### src/rtl/pipelined_mult_unit.sv
// Pipelined RV32M/RV64M multiply unit with a valid/ready handshake, stall and flush.
// Build option: MULT_OUT_REG_EN adds one output register after the last stage (latency STAGES+1).
module pipelined_mult_unit #(
  parameter int unsigned XLEN   = 32,
  parameter int unsigned STAGES = 3,
  parameter int unsigned TAG_W  = 6
) (
  input  logic             clk,
  input  logic             rst,
  input  logic             flush,
  input  logic             in_valid,
  output logic             in_ready,
  input  logic [1:0]       in_op,
  input  logic [XLEN-1:0]  in_a,
  input  logic [XLEN-1:0]  in_b,
  input  logic [TAG_W-1:0] in_tag,
  output logic             out_valid,
  input  logic             out_ready,
  output logic [XLEN-1:0]  out_result,
  output logic [TAG_W-1:0] out_tag
);

`ifdef MULT_OUT_REG_EN
  localparam int unsigned OUT_REG = 1;
`else
  localparam int unsigned OUT_REG = 0;
`endif
  localparam int unsigned DEPTH = STAGES + OUT_REG;
  localparam int unsigned PW    = 2 * XLEN;

  localparam logic [1:0] OP_MUL    = 2'b00;
  localparam logic [1:0] OP_MULH   = 2'b01;
  localparam logic [1:0] OP_MULHSU = 2'b10;

  logic                    a_sgn_c;
  logic                    b_sgn_c;
  logic signed [XLEN:0]    a_ext_c;
  logic signed [XLEN:0]    b_ext_c;
  logic        [PW-1:0]    prod_c;
  logic        [XLEN-1:0]  result_c;
  logic                    stall_c;
  logic                    accept_c;

  logic [DEPTH-1:0] vld_q, vld_d;
  logic [XLEN-1:0]  res_q [DEPTH];
  logic [XLEN-1:0]  res_d [DEPTH];
  logic [TAG_W-1:0] tag_q [DEPTH];
  logic [TAG_W-1:0] tag_d [DEPTH];

  // Operand extension to XLEN+1 bits, then product modulo 2^(2*XLEN); the two
  // extra top bits of the full signed product never reach the result.
  always_comb begin
    a_sgn_c  = (in_op == OP_MULH) || (in_op == OP_MULHSU);
    b_sgn_c  = (in_op == OP_MULH);
    a_ext_c  = {a_sgn_c & in_a[XLEN-1], in_a};
    b_ext_c  = {b_sgn_c & in_b[XLEN-1], in_b};
    prod_c   = PW'(a_ext_c) * PW'(b_ext_c);
    result_c = (in_op == OP_MUL) ? prod_c[XLEN-1:0] : prod_c[PW-1:XLEN];
  end

  // Whole pipe holds while the head result waits; flush blocks new issue.
  always_comb begin
    stall_c  = vld_q[DEPTH-1] && !out_ready;
    in_ready = !stall_c && !flush;
    accept_c = in_valid && in_ready;
  end

  // Valid shift chain with data/tag alongside; flush wins over stall.
  always_comb begin
    vld_d = vld_q;
    res_d = res_q;
    tag_d = tag_q;
    if (flush) begin
      vld_d = '0;
    end else if (!stall_c) begin
      vld_d[0] = accept_c;
      if (accept_c) begin
        res_d[0] = result_c;
        tag_d[0] = in_tag;
      end
      for (int i = 1; i < int'(DEPTH); i++) begin
        vld_d[i] = vld_q[i-1];
        res_d[i] = res_q[i-1];
        tag_d[i] = tag_q[i-1];
      end
    end
  end

  always_ff @(posedge clk or posedge rst) begin
    if (rst) begin
      vld_q <= '0;
      for (int i = 0; i < int'(DEPTH); i++) begin
        res_q[i] <= '0;
        tag_q[i] <= '0;
      end
    end else begin
      vld_q <= vld_d;
      for (int i = 0; i < int'(DEPTH); i++) begin
        res_q[i] <= res_d[i];
        tag_q[i] <= tag_d[i];
      end
    end
  end

  always_comb begin
    out_valid  = vld_q[DEPTH-1];
    out_result = res_q[DEPTH-1];
    out_tag    = tag_q[DEPTH-1];
  end

endmodule

### config.mk
export PLATFORM = sky130hd
export DESIGN_NAME = pipelined_mult_unit
export DESIGN_NICKNAME = d
export VERILOG_FILES = /design/src/rtl/pipelined_mult_unit.sv
export SDC_FILE = /design/constraint.sdc
export NUM_CORES = 2
export LEC_CHECK = 0
export BUFFER_PORTS_ARGS = -buffer_cell sky130_fd_sc_hd__buf_2
export CORE_ASPECT_RATIO = 1.4
export CORE_MARGIN = 4
export CORE_UTILIZATION = 55
export CTS_BUF_LIST = sky130_fd_sc_hd__clkbuf_2
export DETAILED_ROUTE_END_ITERATION = 8
export GPL_TIMING_DRIVEN = 0
export HOLD_SLACK_MARGIN = 0.03
export MAX_ROUTING_LAYER = met4
export PLACE_DENSITY_LB_ADDON = 0.08
export SKIP_LAST_GASP = 1
export SYNTH_ARGS = -nofsm -noshare
export SYNTH_HDL_FRONTEND = slang
export SYNTH_SLANG_ARGS = --single-unit
### constraint.sdc
create_clock -name clk -period 10.39 [get_ports clk]
set_input_delay 2.078 -clock clk [delete_from_list [all_inputs] [get_ports clk]]
set_output_delay 2.078 -clock clk [all_outputs]
set_load 0.005 [all_outputs]
# Word level (Yosys, flattened, before mapping)

Index checks and enable logic that the tools add are counted.

Register bits after elaboration: 117
Bits of input ports: 77
Output and inout bits: 40
Word-level logic and storage cells: 28

Multipliers: 1
Equality and inequality tests: 3
Mux-type cells: 3
Bitwise logic cells: 4
Reductions and logical operators: 10

Operators with widths:

| operator                                             | count |
|---|---|
| multiplier 33 x 33 -> 64 bit                         | 1 |
| two-way mux 32 bit                                   | 1 |
| two-way mux 3 bit                                    | 2 |
| logical AND 1 bit                                    | 3 |
| logical NOT 1 bit                                    | 3 |
| AND reduction 3 bit                                  | 1 |
| AND 1 bit                                            | 2 |
| equality test 2 x 1 -> 1 bit (second input constant) | 1 |
| equality test 2 bit (second input constant)          | 1 |
| logical NOT 2 bit                                    | 1 |
| inequality test 2 bit (second input constant)        | 1 |
| inverter 1 bit                                       | 2 |
| AND reduction 2 bit                                  | 1 |
| logical OR 1 bit                                     | 1 |

# Logic depth before layout (Yosys ltp)

Depth in word-level cells: 7
Depth in mapped cells: 32
Gate-level depth less buffers: 30

# Least setup slack after synthesis

No wires, ideal clock.

Path kind: in2reg
Start point: input in_op[1]
End point: register res_q[93] (netlist bit)
Library setup time: 0.128 ns
Arrival time: 9.711 ns
Required time: 10.262 ns
Setup slack: 0.551 ns
Stages on the path: 29
Buffers on the path: 1
Cell sequence: inv_1 -> ha_1 -> and2_0 -> clkbuf_1 -> nand2_1 -> inv_1 -> fa_1 -> inv_1 -> fa_1 -> inv_1 -> fa_1 -> fa_1 -> inv_1 -> fa_1 -> inv_1 -> fa_1 -> inv_1 -> fa_1 -> fa_1 -> inv_1 -> ha_1 -> a21o_1 -> a21oi_1 -> o21ai_0 -> a21o_1 -> o21bai_4 -> a221oi_2 -> mux2i_1 -> nand3_1

Word-level cells in the longest chain between the ends: 5
Elaborated cells on any way between the ends: 8
Classes of those cells: 1 x mul; 2 x eq/ne; 1 x mux; 2 x bitwise; 2 x reduce/logical

RTL lines:

| item                                                                | RTL line | text |
|---|---|---|
| from (decl)                                                         | 13       | `input logic [1:0] in_op,` |
| equality test 2 x 1 -> 1 bit or equality test 2 bit (tied branches) | 53, 54   |  |
| logical OR 1 bit                                                    | 53       | `a_sgn_c = (in_op == OP_MULH) \|\| (in_op == OP_MULHSU);` |
| AND 1 bit                                                           | 55       | `a_ext_c = {a_sgn_c & in_a[XLEN-1], in_a};` |
| multiplier 33 x 33 -> 64 bit                                        | 57       | `prod_c = PW'(a_ext_c) * PW'(b_ext_c);` |
| two-way mux 32 bit (*)                                              | 58       | `result_c = (in_op == OP_MUL) ? prod_c[XLEN-1:0] : prod_c[PW-1:XLEN];` |
| to (signal, indexed assignment)                                     | 99       | `res_q[i] <= res_d[i];` |
| to (decl)                                                           | 45       | `logic [XLEN-1:0] res_q [DEPTH];` |

Every way passes the cells marked *; elsewhere a longest branch is shown, timed or not.
A chain may end at the register's enable or synchronous reset.

# Worst setup path in the final report

Start point: input in_b[5]
End point: register res_q[92] (netlist bit)

Word-level cells in the longest chain between the ends: 2

RTL lines:

| item                         | RTL line | text |
|---|---|---|
| from (decl)                  | 15       | `input logic [XLEN-1:0] in_b,` |
| multiplier 33 x 33 -> 64 bit | 57       |  |
| two-way mux 32 bit           | 58       |  |

Every way passes these cells.

==> impl_metrics.csv <==
group,metric,value,unit
grt,track_usage,40.1,%
hold_path,hp-class,"reg -> reg",
yosys,synth_top_family_by_area,"adder cells",
yosys,synth_nets,6074,
cells_and_area,synthToLayoutAreaGrowth,5.46,%
yosys,synth_fa_ha_area_share,58.6,%
sta,finalHoldWorstSlack,499,ps
worst_setup_path,end_kind,"flip-flop",
floorplan,fp.dieArea,82800,um^2
floorplan,die-width,244,um
place,preCtsSetupSlack,-2360,ps
floorplan,fp-row-count,121,
worst_setup_path,setup.worst_path.start_class,"input pin",
clock_network,cts_tree,"yes",
floorplan,num_io_pins,117,
status,outcome,"complete, no violations",
grt,grt.overflow.total,0,
routing,drc,0,
worst_setup_path,cp.arrival,10810,ps
sta,hold_violations,0,
yosys,yosys_warnings,0,
worst_setup_path,crit_start,"in_b[5]",
routing,firstDrtPassIters,6,
sta,skew,38.8,ps
yosys,synthMuxAreaShare,2.27,%
yosys,yosysUniqueCellTypes,71,
yosys,yosys.area.top_type_share,52.4,%
cells_and_area,nFillCells,7292,
routing,drt-initial-drc-count,2619,
clock_network,cts.sinks,117,
yosys,yosys.area_share.simple,13.8,%
sta,worst_slack,72.7,ps
yosys,synth_xor_area_share,1.39,%
yosys,synth-edff-count,0,
floorplan,core_area,77700,um^2
place,portBuffers,113,
routing,ant_nets,0,
worst_setup_path,cpPeakStageDelay,910,ps
worst_setup_path,crit_type,"in -> reg",
cells_and_area,drive_above_1_share,7.44,%
cells_and_area,seq_area,2930,um^2
routing,vias,33200,
cells_and_area,final_common_cell,"inv_1",
clock_network,clockRootBuffer,"clkbuf_2",
sta,clock.fmax,0.0969,GHz
sta,slew-limit-headroom,20.5,%
grt,grt_pass1_wl,230000,um
yosys,synth_seq_cells,117,
flow_run,maxCapViolCount,0,
cells_and_area,final_cell_mix,"inv_1 (1191), fa_1 (1118), nand2_1 (867)",
grt,antenna_found_initial,5,
cells_and_area,post-route-util,58.4,%
sta,worst_slew_pin_slew,1190,ps
routing,wire_per_inst,27.0,um
yosys,syn_inst,4658,
clock_network,clk_latency,650,ps
floorplan,die_h,339,um
worst_setup_path,slowest_stage,"clkbuf_1",
yosys,synth_compound_area_share,3.87,%
clock_network,clkSlewWorstSetupHoldPaths,200,ps
grt,grt_pass1_vias,35800,
yosys,ys.flop_type,"dfrtp_1",
yosys,yosys-top-cells-area,"fa_1 (52%), inv_1 (10%), nand2_1 (7.6%), dfrtp_1 (6.8%), ha_1 (6.2%)",
yosys,synth_top_area_cell,"fa_1",
sta,period_minus_slack,10320,ps
worst_setup_path,critPathRequiredTime,10880,ps
worst_setup_path,reg2reg_from,"vld_q[2]$_DFFE_PP0P_",
routing,routed_via_density,5.67,
sta,rsz0062_at_grt,"true",
clock_network,htreeDepth,4,
worst_setup_path,path_common_cell,"fa_1",
sta,finalSetupViolCount,0,
cells_and_area,nNetsFinal,6217,
yosys,syn_area,43000,um^2
sta,slew_viol_final,0,
routing,drt-total-wl,159000,um
yosys,yosysSeqAreaShare,6.81,%
worst_setup_path,cp_max_fo,10,
place,hpwl,134000,um
cells_and_area,multi_input_area,34400,um^2
sta,finalCritPeriodShare,99.3,%
clock_network,cts_buffers,17,
clock_network,cts_buffer_depth,2,
yosys,ys_async_sr_fraction,100,%
yosys,syn_avg_cell_area,9.23,um^2
hold_path,min_from,"tag_q[13]$_DFFE_PP0P_",
floorplan,initial_core_util,55.4,%
place,gp_congestion,1.04,
grt,grt_max_degree,81,
-- cell type report --
class | instances | area share [%]
Inverter | 1199 | 9.98
Multi-Input combinational cell | 3062 | 75.9
Tap cell | 1045 | 2.88
Clock buffer | 17 | 0.188
Buffer | 280 | 2.80
Sequential cell | 117 | 6.46
Timing Repair Buffer | 124 | 1.50
Antenna cell | 5 | 0.0276
Clock inverter | 15 | 0.287
-- final timing paths --
kind	end	slack, ps	cells past startpoint
setup / recovery	res_q[92]$_DFFE_PP0P_	70	25
setup reg to reg	res_q[61]$_DFFE_PP0P_	7830	5
max in group asynchronous	res_q[92]$_DFFE_PP0P_	8260	3
min in group asynchronous	tag_q[12]$_DFFE_PP0P_	1370	2
hold reg to reg	tag_q[13]$_DFFE_PP0P_	500	2
hold / removal	tag_q[13]$_DFFE_PP0P_	500	2
-- per-stage QoR --
step / std cells / setup TNS, ps / area [um^2]
detailed placement: 5817 / -35530 / 44900
global placement: 5816 / -33810 / 44900
finish: 5864 / 0 / 45300
CTS: 5854 / -5.10 / 45200
global route: 5860 / -52.2 / 45300
floorplan: 4658 / 0 / 43000
-- state kept, by name, summed over array words and instances (netlist names) --
register,count
out_result,32
res_q,64
out_tag,6
vld_q,3
tag_q,12
-- routing by layer --
layer  track usage, %  share of wire (%)  routed length (um)
met5                -                  0                   0
met4             32.7                 11               18000
met3             6.52                8.0               12700
met2             62.8                 47               75100
met1             45.4                 33               52800
-- critical path: cells and delay by family --
| kind | cells | cell delay [ps] |
|---|---|---|
| AO/OA/AOI/OAI | 6 | 1580 |
| XOR/XNOR | 1 | 310 |
| adder cells (fa/ha/maj) | 9 | 4660 |
| buffers and inverters | 5 | 1310 |
| AND/OR/NAND/NOR | 4 | 850 |
-- logic make-up (layout without fill, tap and decap cells) --
kind of cell               Yosys count  in the layout
adders and majority gates         1339           1339
and+or+nand+nor                   1318           1318
other                                0              5
buffers and inverters             1479           1635
AOI/OAI and AO/OA                  249            249
muxes                               88             88
xor gates and xnor gates            68             68
DFF                                117            117
-- timing repair --
item,in CTS,in global routing
hold buffers,0,0
pin swaps,1,1
setup endpoints to repair,18,17
resized for setup,22,70
buffers inserted,5,5
-- synth_stat cells, drive strengths merged (19+ instances only) --
library cell	number
a21oi	72
buf	51
dfrtp	117
clkbuf	229
nand3	19
and2	275
xor2	22
inv	1199
fa	1125
mux2	76
xnor2	46
nand2	867
nor2	67
and3	32
o21ai	61
ha	214
a21o	34
Power is left out: the tool's default activity adds up to more than one toggle a clock period on the data nets, which glitch-free logic cannot reach.
